--- config.mk ---
export PLATFORM = sky130hd
export DESIGN_NAME = gen_patt_multi
export DESIGN_NICKNAME = d
export VERILOG_FILES = /design/src/rtl/gen_patt_multi.sv
export SDC_FILE = /design/constraint.sdc
export NUM_CORES = 1
export LEC_CHECK = 0
export CAP_MARGIN = 25
export CORE_MARGIN = 2
export CORE_UTILIZATION = 45
export DETAILED_ROUTE_END_ITERATION = 10
export PLACE_DENSITY = 0.71
export SETUP_SLACK_MARGIN = 0.5
export SLEW_MARGIN = 20
export SYNTH_ARGS = -nofsm -noshare
export SYNTH_HDL_FRONTEND = slang
export SYNTH_SLANG_ARGS = --single-unit
--- constraint.sdc ---
create_clock -name clk_i -period 7.9 [get_ports clk_i]
set_clock_uncertainty 0.05 [all_clocks]
set_input_delay 1.185 -clock clk_i [delete_from_list [all_inputs] [get_ports clk_i]]
set_output_delay 1.185 -clock clk_i [all_outputs]
set_load 0.02 [all_outputs]
--- src/rtl/gen_patt_multi.sv ---
// Registered VGA test-pattern generator: vertical/horizontal bars, checkerboard
// and scrolling bars, with mode and scroll offset captured at frame start.
module gen_patt_multi #(
  parameter int unsigned H_ACTIVE    = 640,
  parameter int unsigned V_ACTIVE    = 480,
  parameter int unsigned COL_W       = 10,
  parameter int unsigned ROW_W       = 10,
  parameter int unsigned NUM_BARS    = 3,
  parameter int unsigned CHECK_LOG2  = 5,
  parameter int unsigned SCROLL_STEP = 1,
  parameter int unsigned FCNT_W      = 16
) (
  input  logic              clk_i,
  input  logic              rst_ni,
  input  logic              de_i,
  input  logic [ROW_W-1:0]  row_i,
  input  logic [COL_W-1:0]  column_i,
  input  logic [1:0]        mode_i,
  input  logic [2:0]        color_a_i,
  input  logic [2:0]        color_b_i,
  output logic [2:0]        rgb_o,
  output logic              de_o,
  output logic [FCNT_W-1:0] frame_cnt_o
);

  typedef enum logic [1:0] {
    MODE_VBAR   = 2'd0,
    MODE_HBAR   = 2'd1,
    MODE_CHECK  = 2'd2,
    MODE_SCROLL = 2'd3
  } mode_e;

  localparam int unsigned BAR_W = H_ACTIVE / NUM_BARS;
  localparam int unsigned BAR_H = V_ACTIVE / NUM_BARS;
  // One extra bit so column + offset cannot overflow before the wrap.
  localparam int unsigned OW = COL_W + 1;
  localparam logic [OW-1:0] H_OW    = (OW)'(H_ACTIVE);
  localparam logic [OW-1:0] STEP_OW = (OW)'(SCROLL_STEP);

  // Parity of min(p / w, NUM_BARS-1), built as a compare chain against k*w.
  function automatic logic bar_sel(input logic [31:0] p, input int unsigned w);
    logic par;
    par = 1'b0;
    for (int unsigned k = 1; k < NUM_BARS; k++) begin
      if (p >= k * w) par = k[0];
    end
    return par;
  endfunction

  mode_e          mode_q;
  mode_e          mode_in;
  mode_e          eff_mode;
  logic [OW-1:0]  offset_q;
  logic [OW-1:0]  offset_step;
  logic [OW-1:0]  offset_next;
  logic [OW-1:0]  eff_offset;
  logic [OW-1:0]  x_sum;
  logic [OW-1:0]  x_wrap;
  logic           fs;
  logic           active;
  logic           sel;

  assign fs      = de_i && (row_i == '0) && (column_i == '0);
  assign mode_in = mode_e'(mode_i);
  assign active  = de_i && (32'(column_i) < H_ACTIVE) && (32'(row_i) < V_ACTIVE);

  // NOTE: every signal written here gets a default first, so no path through
  // the block can leave a value unassigned and infer a latch.
  always_comb begin
    offset_step = offset_q + STEP_OW;
    offset_next = (offset_step >= H_OW) ? offset_step - H_OW : offset_step;
    eff_mode    = mode_q;
    eff_offset  = offset_q;
    sel         = 1'b0;

    // The frame-start pixel already uses the newly captured mode and offset.
    if (fs) begin
      eff_mode   = mode_in;
      eff_offset = (mode_in == MODE_SCROLL) ? offset_next : '0;
    end

    x_sum  = {1'b0, column_i} + eff_offset;
    x_wrap = (x_sum >= H_OW) ? x_sum - H_OW : x_sum;

    unique case (eff_mode)
      MODE_VBAR:   sel = bar_sel(32'(column_i), BAR_W);
      MODE_HBAR:   sel = bar_sel(32'(row_i), BAR_H);
      MODE_CHECK:  sel = column_i[CHECK_LOG2] ^ row_i[CHECK_LOG2];
      MODE_SCROLL: sel = bar_sel(32'(x_wrap), BAR_W);
      default:     sel = 1'b0;
    endcase
  end

  // NOTE: state updates use non-blocking assignments so every register samples
  // the pre-edge values regardless of statement order.
  always_ff @(posedge clk_i or negedge rst_ni) begin
    if (!rst_ni) begin
      rgb_o       <= '0;
      de_o        <= 1'b0;
      frame_cnt_o <= '0;
      mode_q      <= MODE_VBAR;
      offset_q    <= '0;
    end else begin
      de_o  <= de_i;
      rgb_o <= active ? (sel ? color_b_i : color_a_i) : 3'b000;
      if (fs) begin
        mode_q      <= mode_in;
        frame_cnt_o <= frame_cnt_o + (FCNT_W)'(1);
        offset_q    <= (mode_in == MODE_SCROLL) ? offset_next : '0;
      end
    end
  end

endmodule

==> metrics.yaml, run 1 <==
status: "completed"
power.sequential.fraction: 0.424
seq_area_frac_synth: 0.3107
internal_power_w: 0.0003031
cts_setup_buffers: 0
maximum_number_of_pins_on_one_net_before_global_route_repair: 34
holdCritStartpoint: "frame_cnt_o[15]"
worstRegToRegCells: 23
initial_core_util: 0.4739
top_signal_layer_used: "met4"
tritoncts: "yes"
drtPass1Iterations: 4
most_frequently_used_flop_master_after_synthesis: "dfrtp_1"
io_pins: 51
r2r_start: "offset_q[0]"
synth_top_area_cell: "dfrtp_1"
synth_area_leaders: "dfrtp_1 (31%), ha_1 (7.1%), xnor2_1 (5.3%), o21ai_0 (4.1%), nand2_1 (4.0%)"
total_inserted_antenna_cells: 0
clkPwrFrac: 0.412
antenna_found_initial: 0
die_width_um: 80.85
setup.worst_path.start_class: "input pin"
swShare: 0.2441
power.net_switching_w: 0.00009786
first_global_vias: 2370
routed_wirelength_mm: 6.998
ys.warnings.count: 0
cts-buffers-inserted: 5
min_path_type: "flip-flop to flip-flop"
reg2reg_setup_slack_ns: 2.21
timing.final.max_slew_violations: 0
unique_cell_type_count_in_the_yosys_netlist: 61
grt_overflow: 0
clkLatencyLatePin_ns: 0.28
dp_hpwl_mm: 5.605
vdd.ir_drop.worst_uv: 69.73
p_per_area_nw_per_um2: 119.9
r2r_end: "rgb_o[2]"
floorplan.die_area_um2: 6537
fin_total_pwr_w: 0.0004010
cap_violations: 0
clk_sink_count: 33
synth_largest_type_area_fraction: 0.3107
vias: 2592
grt_use_total: 0.2216
leakagePower_nw: 1.393
syn-num-nets: 358
postRouteAntennaNets: 0
finalSetupViolations: 0
grt_setup_unrepaired: "false"
synthesis.instances: 311
timing.fmax_mhz: 161.0
cts.repair.resized: 0
critical_path_required_ns: 8.05
hold_violations: 0
timing.setup.critical_path_class: "input pin to flip-flop"
dr_wl_met2_mm: 3.267
core_um2: 5608
post-route-drc-count: 0
final_net_count: 409
cts_root_buffer: "clkbuf_8"
dr_iter_0_viols: 213
synth_edf_count: 0
power.combinational.fraction: 0.163
syn_to_final_growth_pct: 25.80
tns_ns: 0
netlist_area_um2: 2658
drive_above_1_share: 0.06612
async_reset_ff_frac: 1.000
worst-slew-pin-transition_ns: 0.9751
cts.htree.levels: 2
gpl.final_weighted_congestion: 0.9238
period_needed_ns: 6.211
m1WireLength_mm: 3.383
wire_per_inst_um: 16.09
vias_per_cell: 5.959
fin_crit_sh: 0.7861
ys_ff_latch: 33
grt_pass1_wl_mm: 11.27
timing.critical_path.arrival_ns: 6.36
syn_area_per_cell_um2: 8.545
maxSlewHeadroom: 0.3440
hold_buffers: 0
max-clock-path-buffers: 2
route.met3.wl_um: 272
endpoint_of_the_worst_hold_timing_path: "frame_cnt_o[15]"
die_height_um: 80.85
port_buffers: 50
final.fill_count: 544
clkTransAtPathRegs_ns: 0.07
hold-path-cell-count: 1
endpoint_kind: "flip-flop"
floorplan.rows: 27
timing.critical_path.fanout_max: 9
## cell usage after synthesis, types with 3 or more instances
| master | instances |
|---|---|
| a21o_1 | 3 |
| and4_1 | 4 |
| xor2_1 | 9 |
| nor3_1 | 7 |
| a21oi_1 | 14 |
| o31ai_1 | 4 |
| inv_1 | 14 |
| clkbuf_1 | 3 |
| dfrtp_1 | 33 |
| and2_1 | 4 |
| or2_2 | 3 |
| mux2i_1 | 5 |
| nand2_1 | 28 |
| nor4_1 | 13 |
| o21ai_0 | 22 |
| nand3_1 | 13 |
| a211oi_1 | 6 |
| nor2_1 | 23 |
| nand4_1 | 9 |
| o22ai_1 | 3 |
| or3_1 | 8 |
| ha_1 | 15 |
| xnor2_1 | 16 |
| o21a_1 | 5 |
## cell type report
| type | count | area (um^2) | area share |
|---|---|---|---|
| Timing Repair Buffer | 51 | 508.0 | 0.1519 |
| Inverter | 14 | 52.55 | 0.01572 |
| Multi-Input combinational cell | 257 | 1747 | 0.5225 |
| Clock buffer | 6 | 82.58 | 0.02470 |
| Tap cell | 72 | 90.09 | 0.02695 |
| Sequential cell | 33 | 825.8 | 0.2470 |
| Clock inverter | 2 | 37.54 | 0.01123 |
## cell usage in the layout (no fill, tap or decap), drive strengths merged, types with 3 or more instances in the layout
| cell type | Yosys | routed |
|---|---|---|
| nor3 | 8 | 8 |
| and2 | 5 | 5 |
| nand3 | 14 | 14 |
| or3 | 8 | 8 |
| a21oi | 14 | 14 |
| clkbuf | 3 | 6 |
| and4 | 4 | 4 |
| o31ai | 4 | 4 |
| o21ai | 23 | 23 |
| nand2 | 29 | 29 |
| nor4 | 13 | 13 |
| o21a | 5 | 5 |
| o22ai | 3 | 3 |
| nor2 | 23 | 23 |
| xnor2 | 16 | 16 |
| a21o | 3 | 3 |
| or2 | 3 | 3 |
| inv | 14 | 14 |
| clkdlybuf4s50 | 0 | 50 |
| nand4 | 9 | 9 |
| a211oi | 6 | 6 |
| mux2i | 5 | 5 |
| xor2 | 9 | 9 |
| dfrtp | 33 | 33 |
| ha | 15 | 15 |
## registers in the layout, indices dropped and copies added (netlist names)
| signal | cells |
|---|---|
| rgb_o | 3 |
| frame_cnt_o | 16 |
| offset_q | 11 |
| mode_q | 2 |
| de_o | 1 |
## metrics by stage
stage	worst slack [ns]	area [um^2]	utilization	cells	hold WS (ns)
after floorplan	2.313	2658	-	311	0.4549
after global placement	1.515	3223	0.5747	427	0.4138
final	1.689	3343	0.5962	435	0.4271
after CTS	1.726	3343	0.5962	435	0.4285
after global routing	1.230	3343	0.5962	435	0.4765
after detailed placement	1.443	3223	0.5747	427	0.4184
## worst max-delay path by stage
stage | start | to | slack, ns | cells after the start
after floorplan | row_i[9] | rgb_o[0] | 2.31 | 18
after global placement | row_i[9] | rgb_o[2] | 1.52 | 18
after detailed placement | row_i[9] | rgb_o[2] | 1.44 | 20
after CTS | row_i[9] | rgb_o[2] | 1.73 | 20
after global routing | column_i[1] | rgb_o[2] | 1.23 | 18
final | row_i[9] | rgb_o[2] | 1.69 | 20
## logic make-up after synthesis
family,count (synthesis),share of synthesized area
and+or+nand+nor,130,0.2665
adders and majority gates,16,0.07815
DFF,33,0.3107
AOI/OAI and AO/OA,80,0.2072
xor gates and xnor gates,25,0.08239
muxes,6,0.02307
buffers and inverters,21,0.03201
## worst max-delay path: stages
cell and delay, ns:
clkdlybuf4s50_1 0.47, or4b_4 0.58, nor3_2 0.20, nand3_1 0.30, o21ai_0 0.31, ha_1 0.24, inv_1 0.08, fa_1 0.43
nand2b_1 0.19, a211oi_1 0.36, o221ai_1 0.24, xnor2_1 0.21, inv_1 0.12, ha_1 0.15, o2111ai_1 0.09, o41ai_1 0.36
o21a_1 0.16, o22ai_1 0.10, a311oi_4 0.36, mux2i_1 0.23
## metal layers
metal	vias up	track usage
met2	68	0.3587
met4	0	0.05763
met1	1243	0.3143
li1	1273	-
met3	8	0.02667
met5	-	0
## power by group through the flow
stage               Combinational [W]  Clock [W]  Sequential (W)
finish                      0.0000655   0.000165        0.000170
global route                0.0000719   0.000178        0.000170
CTS                         0.0000653   0.000168        0.000170
detailed placement          0.0000651          0        0.000173
global placement            0.0000643          0        0.000173
floorplan                   0.0000311          0        0.000174
Power figures use the tool's default switching activity.
==> run 2, diff against run 1 <==
PLACE_DENSITY = 0.74   (was 0.71)
clock period = 5.24 ns   (was 7.9 ns; I/O delays follow)
==> run 2 against run 1 <==
  * The run now ends with setup timing left
  * Global-route usage is 9.2 points higher
  * First-iteration DRC count is 74% higher
  * Sequential share of layout area is 5.8 points lower
  * Power is 71% higher
  * Routed wire length is 65% higher
  * Utilization is 19 points higher
  * Combinational power grew to 2.6 times the previous value
==> metrics.yaml, run 2 (synthesized netlist as in run 1, its figures left out) <==
status: "complete, but fails checks"  # was completed
violations: "setup timing"
routed_wirelength_mm: 11.52  # was 6.998 mm
antenna_found_initial: 0  # unchanged
critical_path_required_ns: 5.38  # was 8.05 ns
power.combinational.fraction: 0.249  # was 0.163
grt_setup_unrepaired: "true"  # was false
power.sequential.fraction: 0.374  # was 0.424
io_pins: 51  # unchanged
post-route-drc-count: 0  # unchanged
timing.critical_path.to: "rgb_o[1]"  # was rgb_o[2]
worstRegToRegCells: 23  # unchanged
swShare: 0.2957  # was 0.2441
port_buffers: 50  # unchanged
final_common_cell: "buf_4"  # was clkdlybuf4s50_1
setup.worst_path.start_class: "input pin"  # unchanged
total_inserted_antenna_cells: 0  # unchanged
postRouteAntennaNets: 0  # unchanged
post_dp_cell_area_um2: 3734  # was 3223 um^2
floorplan.die_area_um2: 6537  # unchanged
grt_overflow: 0  # unchanged
internal_power_w: 0.0004828  # was 0.0003031 W
vias: 3440  # was 2592
timing.critical_path.fanout_max: 5  # was 9
clk_sink_count: 33  # unchanged
p_per_area_nw_per_um2: 155.9  # was 119.9 nW/um^2
reg2reg_setup_slack_ns: 0.06  # was 2.21 ns
maxSlewHeadroom: 0.4879  # was 0.3440
worst_setup_path_startpoint: "column_i[3]"  # was row_i[9]
cts-buffers-inserted: 5  # unchanged
timing.fmax_mhz: 190.3
grt_pass1_wl_mm: 15.76  # was 11.27 mm
floorplan.rows: 27  # unchanged
dp.cells: 491  # was 427
core_um2: 5608  # unchanged
timing.setup.critical_path_class: "input pin to flip-flop"  # unchanged
clkTransAtPathRegs_ns: 0.09  # was 0.07 ns
maximum_number_of_pins_on_one_net_before_global_route_repair: 34  # unchanged
die_height_um: 80.85  # unchanged
min_path_type: "flip-flop to flip-flop"  # unchanged
wire_per_inst_um: 21.53  # was 16.09 um
vias_per_cell: 6.430  # was 5.959
first_global_vias: 3244  # was 2370
gpl.final_weighted_congestion: 0.9589  # was 0.9238
hold_violations: 0  # unchanged
endpoint_kind: "flip-flop"  # unchanged
final_cell_count_no_fill: 535  # was 435
post-route-worst-setup-slack_ns: -0.01455  # was 1.689 ns
hold_buffers: 0  # unchanged
cap_violations: 0  # unchanged
regMostFlops: "frame_cnt_o"  # unchanged
initial_core_util: 0.4739  # unchanged
layout.cells.most_common_list: "buf_4 (92), dfrtp_1 (30), clkdlybuf4s50_1 (30), nand2_1 (27), nor2_1 (18)"  # was clkdlybuf4s50_1 (50), dfrtp_1 (33), nand2_1 (28), nor2_1 (23), o21ai_0 (22)
fin_crit_sh: 1.003
largest_register_ff_count: 16  # unchanged
r2r_end: "rgb_o[1]"  # was rgb_o[2]
vdd.ir_drop.worst_uv: 113.0  # was 69.73 uV
finalSetupViolations: 1  # was 0
final.fill_count: 348  # was 544
fin_util: 0.7840  # was 0.5962
dr_iter_0_viols: 370  # was 213
worst-slew-pin-transition_ns: 0.7611  # was 0.9751 ns
dp_hpwl_mm: 6.531  # was 5.605 mm
max-clock-path-buffers: 2  # unchanged
cts_root_buffer: "clkbuf_8"  # unchanged
timing.critical_path.arrival_ns: 5.39  # was 6.36 ns
die_width_um: 80.85  # unchanged
tritoncts: "yes"  # unchanged
drtPass1Iterations: 5  # was 4
period_needed_ns: 5.255
power.net_switching_w: 0.0002027  # was 0.00009786 W
leakagePower_nw: 1.955  # was 1.393 nW
timing.final.max_slew_violations: 0  # unchanged
worst_slack_at_placement_ns: -0.4800  # was 1.443 ns
cts.htree.levels: 2  # unchanged
reg.largest.list: "frame_cnt_o (16), offset_q (11), rgb_o (3)"  # unchanged
clkPwrFrac: 0.377  # was 0.412
final_net_count: 509  # was 409
layout.cell_area.non_filler_um2: 4397  # was 3343 um^2
grt_use_total: 0.3133  # was 0.2216
clkLatencyLatePin_ns: 0.30  # was 0.28 ns
r2r_start: "offset_q[0]"  # unchanged
drive_above_1_share: 0.4060  # was 0.06612
syn_to_final_growth_pct: 65.44  # was 25.80%
==> run 2: cell types whose count changed in the layout (fill, tap and decap cells not counted), sizes merged <==
cell	before	now
clkdlybuf4s15	0	5
dlymetal6s2s	0	1
clkbuf	6	5
clkinv	0	1
dlygate4sd2	0	4
buf	1	110
or4	2	3
clkdlybuf4s50	50	30
==> run 2: power by group through the flow <==
stage | sequential (W) | clock, W | combinational, W
after floorplan | 0.000263 | 0 | 0.0000503
after global placement | 0.000261 | 0 | 0.000124
after CTS | 0.000256 | 0.000250 | 0.000139
final | 0.000256 | 0.000259 | 0.000171
after detailed placement | 0.000261 | 0 | 0.000127
after global routing | 0.000256 | 0.000263 | 0.000178
==> run 2: routing by layer <==
| metal | GRT usage | vias up | share of wire |
|---|---|---|---|
| met2 | 0.5364 | 237 | 0.49 |
| met3 | 0.04111 | 63 | 0.076 |
| met1 | 0.3839 | 1661 | 0.38 |
| li1 | - | 1479 | - |
| met4 | 0.1627 | 0 | 0.051 |
| met5 | 0 | - | 0 |
==> run 2: worst min-delay path by stage <==
| stage | slack, ns | startpoint | depth (start not counted) | end |
|---|---|---|---|---|
| after floorplan | 0.44 | rst_ni | 0 | de_o |
| after global placement | 0.41 | frame_cnt_o[15] | 1 | frame_cnt_o[15] |
| after detailed placement | 0.44 | frame_cnt_o[14] | 1 | frame_cnt_o[14] |
| after CTS | 0.45 | frame_cnt_o[14] | 1 | frame_cnt_o[14] |
| after global routing | 0.47 | frame_cnt_o[14] | 1 | frame_cnt_o[14] |
| final | 0.44 | frame_cnt_o[15] | 1 | frame_cnt_o[15] |
==> run 2: per-stage QoR <==
stage,hold slack (ns),power [W],TNS (ns)
after floorplan,0.4404,0.0003133,0
after global placement,0.4079,0.0003850,-0.8816
after detailed placement,0.4396,0.0003877,-1.354
after CTS,0.4526,0.0006453,0
after global routing,0.4679,0.0006976,-0.09996
final,0.4413,0.0006856,-0.01455
==> run 2: layout make-up <==
cell class                 instances  area [um^2]  area share
tap                               72        90.09     0.02049
inverter                          14        52.55     0.01195
clock buffer                       5        68.82     0.01565
sequential                        33        829.5      0.1887
timing repair buffer             150         1245      0.2832
clock inverter                     3        46.29     0.01053
multi-input combinational        258         2064      0.4696
==> run 2: timing repair <==
| item | in CTS | in global routing |
|---|---|---|
| gates resized for setup | 99 | 37 |
| gates cloned | 1 | 0 |
| endpoints found under the setup margin | 3 | 3 |
| setup buffers | 27 | 8 |
| pin swaps | 34 | 21 |
==> run 2: worst max-delay path, stage by stage <==
cell and delay [ns]:
clkdlybuf4s15_1 0.25, nor3_2 0.22, nand4_1 0.27, or4_4 0.56
o21ai_1 0.22, o21ai_2 0.12, ha_1 0.35, and3_4 0.20
a221oi_2 0.29, buf_4 0.16, buf_4 0.09, buf_4 0.10
buf_4 0.10, buf_4 0.11, nor4_1 0.04, nand4b_1 0.28
a31o_2 0.31, nand4_1 0.08, a21oi_1 0.07, a311oi_4 0.42
mux2i_1 0.37
